<file path="config.mk">
export PLATFORM = sky130hd
export DESIGN_NAME = page_map
export DESIGN_NICKNAME = d
export VERILOG_FILES = /design/src/rtl/page_map.sv
export SDC_FILE = /design/constraint.sdc
export NUM_CORES = 1
export LEC_CHECK = 0
export CAP_MARGIN = 20
export CORE_ASPECT_RATIO = 0.7
export CORE_MARGIN = 1
export CORE_UTILIZATION = 35
export CTS_BUF_LIST = sky130_fd_sc_hd__clkbuf_8
export CTS_CLUSTER_SIZE = 10
export DETAILED_ROUTE_END_ITERATION = 8
export SYNTH_ARGS = -nofsm -noshare
export SYNTH_HDL_FRONTEND = slang
export SYNTH_SLANG_ARGS = --single-unit
</file>
<file path="constraint.sdc">
create_clock -name clk -period 4.7 [get_ports clk]
set_input_delay 1.175 -clock clk [delete_from_list [all_inputs] [get_ports clk]]
set_output_delay 1.175 -clock clk [all_outputs]
set_load 0.005 [all_outputs]
</file>
<file path="src/rtl/page_map.sv">
// page_map: single-clock page allocator built on a WORDS x 32 free bitmap.
// A bit value of 1 means the page is free; page index = {word, bit}.
// A per-word summary register lets allocation find the lowest free page quickly.
// The bitmap RAM is single-port with a synchronous read.
// Optional feature: define PAGE_MAP_DFREE_CHECK_EN to detect double frees and
// latch the first one.
module page_map #(
    parameter int WORD_ABITS     = 5,
    parameter int RESERVED_WORDS = 3,
    parameter int WHO_W          = 4,
    parameter int LOW_WATER      = 64,
    localparam int WORDS         = 1 << WORD_ABITS,
    localparam int PW            = WORD_ABITS + 5
) (
    input  logic             clk,
    input  logic             reset,
    input  logic             free_req,
    input  logic [PW-1:0]    free_page,
    input  logic [WHO_W-1:0] free_who,
    output logic             free_gnt,
    input  logic             alloc_req,
    output logic             alloc_gnt,
    output logic [PW-1:0]    alloc_page,
    output logic [PW:0]      count,
    output logic             empty,
    output logic             low_water,
    output logic             init_done,
    input  logic             err_clr,
    output logic             double_free_error,
    output logic [PW-1:0]    double_free_page,
    output logic [WHO_W-1:0] double_free_who
);

    localparam int CW = PW + 1;

    localparam logic [2:0] S_INIT       = 3'd0;
    localparam logic [2:0] S_IDLE       = 3'd1;
    localparam logic [2:0] S_FREE_RD    = 3'd2;
    localparam logic [2:0] S_FREE_WR    = 3'd3;
    localparam logic [2:0] S_ALLOC_RD   = 3'd4;
    localparam logic [2:0] S_ALLOC_PICK = 3'd5;
    localparam logic [2:0] S_ALLOC_WR   = 3'd6;

    localparam logic [CW-1:0]         COUNT_MAX  = CW'(WORDS * 32);
    localparam logic [CW-1:0]         COUNT_INIT = CW'((WORDS - RESERVED_WORDS) * 32);
    localparam logic [WORD_ABITS:0]   RES_WORDS  = (WORD_ABITS + 1)'(RESERVED_WORDS);

    // Summary bits for every non-reserved word start out set.
    function automatic logic [WORDS-1:0] summary_reset_value();
        logic [WORDS-1:0] v;
        v = '0;
        for (int i = 0; i < WORDS; i++) begin
            if (i >= RESERVED_WORDS) v[i] = 1'b1;
        end
        return v;
    endfunction

    localparam logic [WORDS-1:0] SUMMARY_INIT = summary_reset_value();

    // Index of the lowest set bit of the summary vector.
    function automatic logic [WORD_ABITS-1:0] lowest_word(input logic [WORDS-1:0] v);
        logic [WORD_ABITS-1:0] idx;
        idx = '0;
        for (int i = WORDS - 1; i >= 0; i--) begin
            if (v[i]) idx = WORD_ABITS'(i);
        end
        return idx;
    endfunction

    // Index of the lowest set bit of a bitmap word.
    function automatic logic [4:0] lowest_bit(input logic [31:0] v);
        logic [4:0] idx;
        idx = '0;
        for (int i = 31; i >= 0; i--) begin
            if (v[i]) idx = 5'(i);
        end
        return idx;
    endfunction

    logic [2:0]            state_q, state_d;
    logic [WORD_ABITS-1:0] init_idx_q, init_idx_d;
    logic [WORDS-1:0]      summary_q, summary_d;
    logic [CW-1:0]         count_q, count_d;
    logic                  prio_alloc_q, prio_alloc_d;
    logic [PW-1:0]         free_page_q, free_page_d;
    logic [WORD_ABITS-1:0] alloc_word_q, alloc_word_d;
    logic [4:0]            alloc_bit_q, alloc_bit_d;
    logic [31:0]           alloc_wdata_q, alloc_wdata_d;
    logic                  free_gnt_q, free_gnt_d;
    logic                  alloc_gnt_q, alloc_gnt_d;

    logic [31:0]           ram_q [WORDS];
    logic [31:0]           ram_rdata_q;
    logic [WORD_ABITS-1:0] ram_addr;
    logic                  ram_we;
    logic [31:0]           ram_wdata;

    logic [WORD_ABITS-1:0] free_word;
    logic [31:0]           free_mask;
    logic                  alloc_ok;

    assign free_word = free_page_q[PW-1:5];
    assign free_mask = 32'(1) << free_page_q[4:0];
    assign alloc_ok  = alloc_req && (count_q != '0);

`ifdef PAGE_MAP_DFREE_CHECK_EN
    logic [WHO_W-1:0] free_who_q, free_who_d;
    logic             err_q, err_d;
    logic [PW-1:0]    err_page_q, err_page_d;
    logic [WHO_W-1:0] err_who_q, err_who_d;
    logic             free_hit;

    assign free_hit = (ram_rdata_q & free_mask) != '0;
`endif

    // Main controller: request arbitration, bitmap walk and free-count upkeep.
    always_comb begin
        state_d       = state_q;
        init_idx_d    = init_idx_q;
        summary_d     = summary_q;
        count_d       = count_q;
        prio_alloc_d  = prio_alloc_q;
        free_page_d   = free_page_q;
        alloc_word_d  = alloc_word_q;
        alloc_bit_d   = alloc_bit_q;
        alloc_wdata_d = alloc_wdata_q;
`ifdef PAGE_MAP_DFREE_CHECK_EN
        free_who_d    = free_who_q;
`endif
        case (state_q)
            S_INIT: begin
                init_idx_d = init_idx_q + WORD_ABITS'(1);
                if (&init_idx_q) state_d = S_IDLE;
            end
            S_IDLE: begin
                // Contention only exists when the alloc could actually be served;
                // the loser of a contention gets priority next time.
                if (free_req && (!alloc_ok || !prio_alloc_q)) begin
                    free_page_d = free_page;
`ifdef PAGE_MAP_DFREE_CHECK_EN
                    free_who_d  = free_who;
`endif
                    state_d     = S_FREE_RD;
                    if (alloc_ok) prio_alloc_d = 1'b1;
                end else if (alloc_ok) begin
                    alloc_word_d = lowest_word(summary_q);
                    state_d      = S_ALLOC_RD;
                    if (free_req) prio_alloc_d = 1'b0;
                end
            end
            S_FREE_RD: begin
                state_d = S_FREE_WR;
            end
            S_FREE_WR: begin
                summary_d[free_word] = 1'b1;
`ifdef PAGE_MAP_DFREE_CHECK_EN
                if (!free_hit && (count_q != COUNT_MAX)) count_d = count_q + CW'(1);
`else
                if (count_q != COUNT_MAX) count_d = count_q + CW'(1);
`endif
                state_d = S_IDLE;
            end
            S_ALLOC_RD: begin
                state_d = S_ALLOC_PICK;
            end
            S_ALLOC_PICK: begin
                alloc_bit_d   = lowest_bit(ram_rdata_q);
                alloc_wdata_d = ram_rdata_q & ~(32'(1) << lowest_bit(ram_rdata_q));
                state_d       = S_ALLOC_WR;
            end
            S_ALLOC_WR: begin
                if (alloc_wdata_q == '0) summary_d[alloc_word_q] = 1'b0;
                count_d = count_q - CW'(1);
                state_d = S_IDLE;
            end
            default: begin
                state_d = S_INIT;
            end
        endcase
        free_gnt_d  = (state_d == S_FREE_RD);
        alloc_gnt_d = (state_d == S_ALLOC_WR);
    end

    // Bitmap port steering: INIT and the WR states write, the RD states read.
    always_comb begin
        ram_addr  = '0;
        ram_we    = 1'b0;
        ram_wdata = '0;
        case (state_q)
            S_INIT: begin
                ram_addr  = init_idx_q;
                ram_we    = 1'b1;
                ram_wdata = ({1'b0, init_idx_q} < RES_WORDS) ? '0 : '1;
            end
            S_FREE_RD: begin
                ram_addr = free_word;
            end
            S_FREE_WR: begin
                ram_addr  = free_word;
                ram_we    = 1'b1;
                ram_wdata = ram_rdata_q | free_mask;
            end
            S_ALLOC_RD: begin
                ram_addr = alloc_word_q;
            end
            S_ALLOC_WR: begin
                ram_addr  = alloc_word_q;
                ram_we    = 1'b1;
                ram_wdata = alloc_wdata_q;
            end
            default: begin
                ram_addr = '0;
            end
        endcase
    end

    // Single-port bitmap RAM with registered read data; contents rebuilt by INIT.
    always_ff @(posedge clk) begin
        if (ram_we) ram_q[ram_addr] <= ram_wdata;
        ram_rdata_q <= ram_q[ram_addr];
    end

    // Controller state registers.
    always_ff @(posedge clk) begin
        if (reset) begin
            state_q       <= S_INIT;
            init_idx_q    <= '0;
            summary_q     <= SUMMARY_INIT;
            count_q       <= COUNT_INIT;
            prio_alloc_q  <= 1'b0;
            free_page_q   <= '0;
            alloc_word_q  <= '0;
            alloc_bit_q   <= '0;
            alloc_wdata_q <= '0;
            free_gnt_q    <= 1'b0;
            alloc_gnt_q   <= 1'b0;
        end else begin
            state_q       <= state_d;
            init_idx_q    <= init_idx_d;
            summary_q     <= summary_d;
            count_q       <= count_d;
            prio_alloc_q  <= prio_alloc_d;
            free_page_q   <= free_page_d;
            alloc_word_q  <= alloc_word_d;
            alloc_bit_q   <= alloc_bit_d;
            alloc_wdata_q <= alloc_wdata_d;
            free_gnt_q    <= free_gnt_d;
            alloc_gnt_q   <= alloc_gnt_d;
        end
    end

`ifdef PAGE_MAP_DFREE_CHECK_EN
    // Keep the first double free; a new event in the same cycle as err_clr wins.
    always_comb begin
        err_d      = err_q;
        err_page_d = err_page_q;
        err_who_d  = err_who_q;
        if ((state_q == S_FREE_WR) && free_hit && (!err_q || err_clr)) begin
            err_d      = 1'b1;
            err_page_d = free_page_q;
            err_who_d  = free_who_q;
        end else if (err_clr) begin
            err_d = 1'b0;
        end
    end

    // Double-free error registers.
    always_ff @(posedge clk) begin
        if (reset) begin
            free_who_q <= '0;
            err_q      <= 1'b0;
            err_page_q <= '0;
            err_who_q  <= '0;
        end else begin
            free_who_q <= free_who_d;
            err_q      <= err_d;
            err_page_q <= err_page_d;
            err_who_q  <= err_who_d;
        end
    end

    assign double_free_error = err_q;
    assign double_free_page  = err_page_q;
    assign double_free_who   = err_who_q;
`else
    logic unused_dfree_inputs;
    assign unused_dfree_inputs = ^{free_who, err_clr};

    assign double_free_error = 1'b0;
    assign double_free_page  = '0;
    assign double_free_who   = '0;
`endif

    assign free_gnt   = free_gnt_q;
    assign alloc_gnt  = alloc_gnt_q;
    assign alloc_page = {alloc_word_q, alloc_bit_q};
    assign count      = count_q;
    assign empty      = (count_q == '0);
    assign low_water  = 32'(count_q) < 32'(LOW_WATER);
    assign init_done  = (state_q != S_INIT);

endmodule
</file>
==> results_dict.tcl <==
set metrics [dict create \
    via_count 31700 \
    run_status "finished, final reports clean" \
    via_per_inst 5.56 \
    fin_skew_ns 0.0486 \
    start_util 0.353 \
    synth_edf_count 1024 \
    seqPwrFrac 0.533 \
    dp_hpwl_um 78700 \
    final_util 0.403 \
    final_cell_mix "edfxtp_1 (1024), nand2_1 (831), a21oi_1 (356)" \
    pin_count 60 \
    rr_worst_depth 9 \
    cap_violations 0 \
    synth_area_leaders "edfxtp_1 (65%), nand2_1 (6.6%), dfxtp_1 (5.9%), a21oi_1 (3.8%), mux2i_1 (2.2%)" \
    cp_max_fo 19 \
    synth_top_cell_by_area "edfxtp_1" \
    rr_endpoint "ram_rdata_q[29]$_DFF_P_" \
    fmax_mhz 253 \
    syn-cell-area_um2 47000 \
    setup_tns_ns 0 \
    power.density_nw_per_um2 430 \
    min_delay_worst_endpoint "alloc_bit_q[1]$_SDFFE_PP0N_" \
    hold_buffers 0 \
    grt_pass1_wl_um 200000 \
    wire_per_inst_um 24.4 \
    holdPathStages 2 \
    drc 0 \
    cts_sinks 1162 \
    rsz0062_at_grt "false" \
    total_power_mw 23.1 \
    dpl.cell_count 5389 \
    core_um2 133000 \
    min_period_ns 3.95 \
    clockPowerShare 0.347 \
    cts_root_buf "clkbuf_8" \
    relSlewSlack 0.219 \
    crit_required_ns 3.52 \
    seq_area_um2 33500 \
    p_comb_frac 0.120 \
    chipWidth_um 440 \
    stdcell_count 5700 \
    synth-main-ff-cell "edfxtp_1" \
    cts_tree "done" \
    multiInputGateArea_um2 12700 \
    rrSetupSlack_ns 0.78 \
    drt-total-wl_um 139000 \
    clkTransAtPathRegs_ns 0.07 \
    drt-initial-drc-count 4206 \
    insertion_delay_ns 0.89 \
    end_kind "output pin" \
    leakagePower_nw 18.4 \
    holdCritStartpoint "alloc_bit_q[1]$_SDFFE_PP0N_" \
    layout_commonest_cell "edfxtp_1" \
    grt_pass1_vias 29300 \
    synthArstFlopShare 0 \
    syn_to_final_growth_pct 14.3 \
    hold_viol 0 \
    critPathArrivalTime_ns 2.78 \
    crit_slowest_cell "nor3_1" \
    start_kind "flop" \
    num_rows 112 \
    nets 3822 \
    p_sw_frac 0.278 \
    r2r_start "state_q[1]$_SDFF_PP0_" \
    dieArea_um2 136000 \
    cts_setup_buffers 0 \
    die_h_um 309 \
    max_stage_delay_ns 0.67 \
    num-fill-cells 12400 \
    maxSlewViolCount 0 \
    yosysWarnings 0 \
    post_cts_resized 0 \
    hp-class "reg2reg" \
    criticalPathCategory "reg2out" \
    synth.avg_cell_area_um2 12.8 \
    cts_max_path_buffers 3 \
    postSynthCellCount 3663 \
    setup_ws_ns 0.749 \
    crit_chain "nor3_1, inv_1, clkdlybuf4s50_1" \
    grt-ovfl-total 0 \
    grtUsageTotal 0.201 \
    ant_nets 0 \
    vdd_drop_max_v 0.000268 \
    post-route-period-util 0.841 \
    pre_cts_ws_ns 0.922 \
    ys_seq_area_frac 0.713 \
    numPortBuffers 39 \
    drive_gt1_frac 0.122 \
    dr.pass1.iters 8 \
    antenna_found_initial 1 \
    ys_seq_elements 1162 \
    h-tree-depth 4 \
    p_int_mw 16.7 \
    cts_made_buffers 166 \
    grt_start_max_net_pins 138 \
    gp_congestion 0.930 \
    worstMarginPinSlew_ns 1.17 \
    p_switching_mw 6.41 \
    ys_types 69 \
    synth.top_cell.area_share 0.654 \
    setup_violations 0 \
]
## sequential cells by signal (all words and copies together) (netlist names), 3 cells and up
name / count
ram_q: 1024
count: 11
alloc_word_q: 5
ram_rdata_q: 32
alloc_wdata_q: 32
summary_q: 32
free_page_q: 10
alloc_bit_q: 5
state_q: 3
init_idx_q: 5
## cells by family (layout without fill, tap and decap cells)
| group | after synthesis | count (layout) | synth area share |
|---|---|---|---|
| and+or+nand+nor | 1287 | 1287 | 0.117 |
| DFF | 1162 | 1162 | 0.713 |
| AOI/OAI and AO/OA | 812 | 812 | 0.114 |
| buffers and inverters | 272 | 525 | 0.0279 |
| muxes | 106 | 106 | 0.0226 |
| adders and majority gates | 12 | 12 | 0.00335 |
| xor gates and xnor gates | 11 | 11 | 0.00205 |
| other | 1 | 18 | 0.0000798 |
## worst max path at each step
stage / end / cells after the start / startpoint
floorplan: ram_q[11][0]$_DFFE_PP_ / 8 / state_q[0]$_SDFF_PP0_
global route: init_done / 3 / state_q[0]$_SDFF_PP0_
global placement: ram_rdata_q[29]$_DFF_P_ / 9 / state_q[1]$_SDFF_PP0_
detailed placement: ram_rdata_q[29]$_DFF_P_ / 9 / state_q[1]$_SDFF_PP0_
CTS: init_done / 3 / state_q[0]$_SDFF_PP0_
finish: init_done / 3 / state_q[0]$_SDFF_PP0_
## worst max-delay path: cells and delay by family (launching register included)
family | cells | cell delay [ns]
AND/OR/NAND/NOR | 1 | 0.67
flip-flops | 1 | 0.49
buffers and inverters | 2 | 0.74
## power by group through the flow
stage	Sequential, mW	Clock (mW)	Combinational [mW]
2_1_floorplan	12.3	0	1.73
3_3_place_gp	12.5	0	2.69
3_5_place_dp	12.5	0	2.73
4_1_cts	12.3	8.14	2.74
5_1_grt	12.3	8.59	3.01
6_report	12.3	8.02	2.78
## through the flow
step | hold WS (ns) | instance area [µm²]
floorplan | 0.436 | 47100
global placement | 0.448 | 50400
detailed placement | 0.453 | 50400
CTS | 0.464 | 53700
global route | 0.492 | 53700
finish | 0.461 | 53700
## Yosys cell counts (all sizes together) (34+ instances only)
library cell	count
a211oi	34
a21oi	362
a22oi	74
a311oi	34
a31oi	38
a32o	37
a32oi	58
buf	147
clkbuf	103
dfxtp	138
edfxtp	1024
mux2i	105
nand2	832
nand3	180
nor2	123
o21ai	56
## metal layers
layer,track usage,part of all wire
met5,0,0
met4,0.0624,0.022
met3,0.0574,0.12
met2,0.274,0.41
met1,0.303,0.45
## final cells by class
cell class              count  share of cell area
multi-input cells        2243               0.236
clock buffers             189              0.0484
clock inverters           118              0.0126
flip-flops and latches   1162               0.624
diodes                      3            0.000140
well taps                1767              0.0411
inverters                  22             0.00154
repair buffers            196              0.0364
No activity file was read; power rests on OpenSTA's default activity.
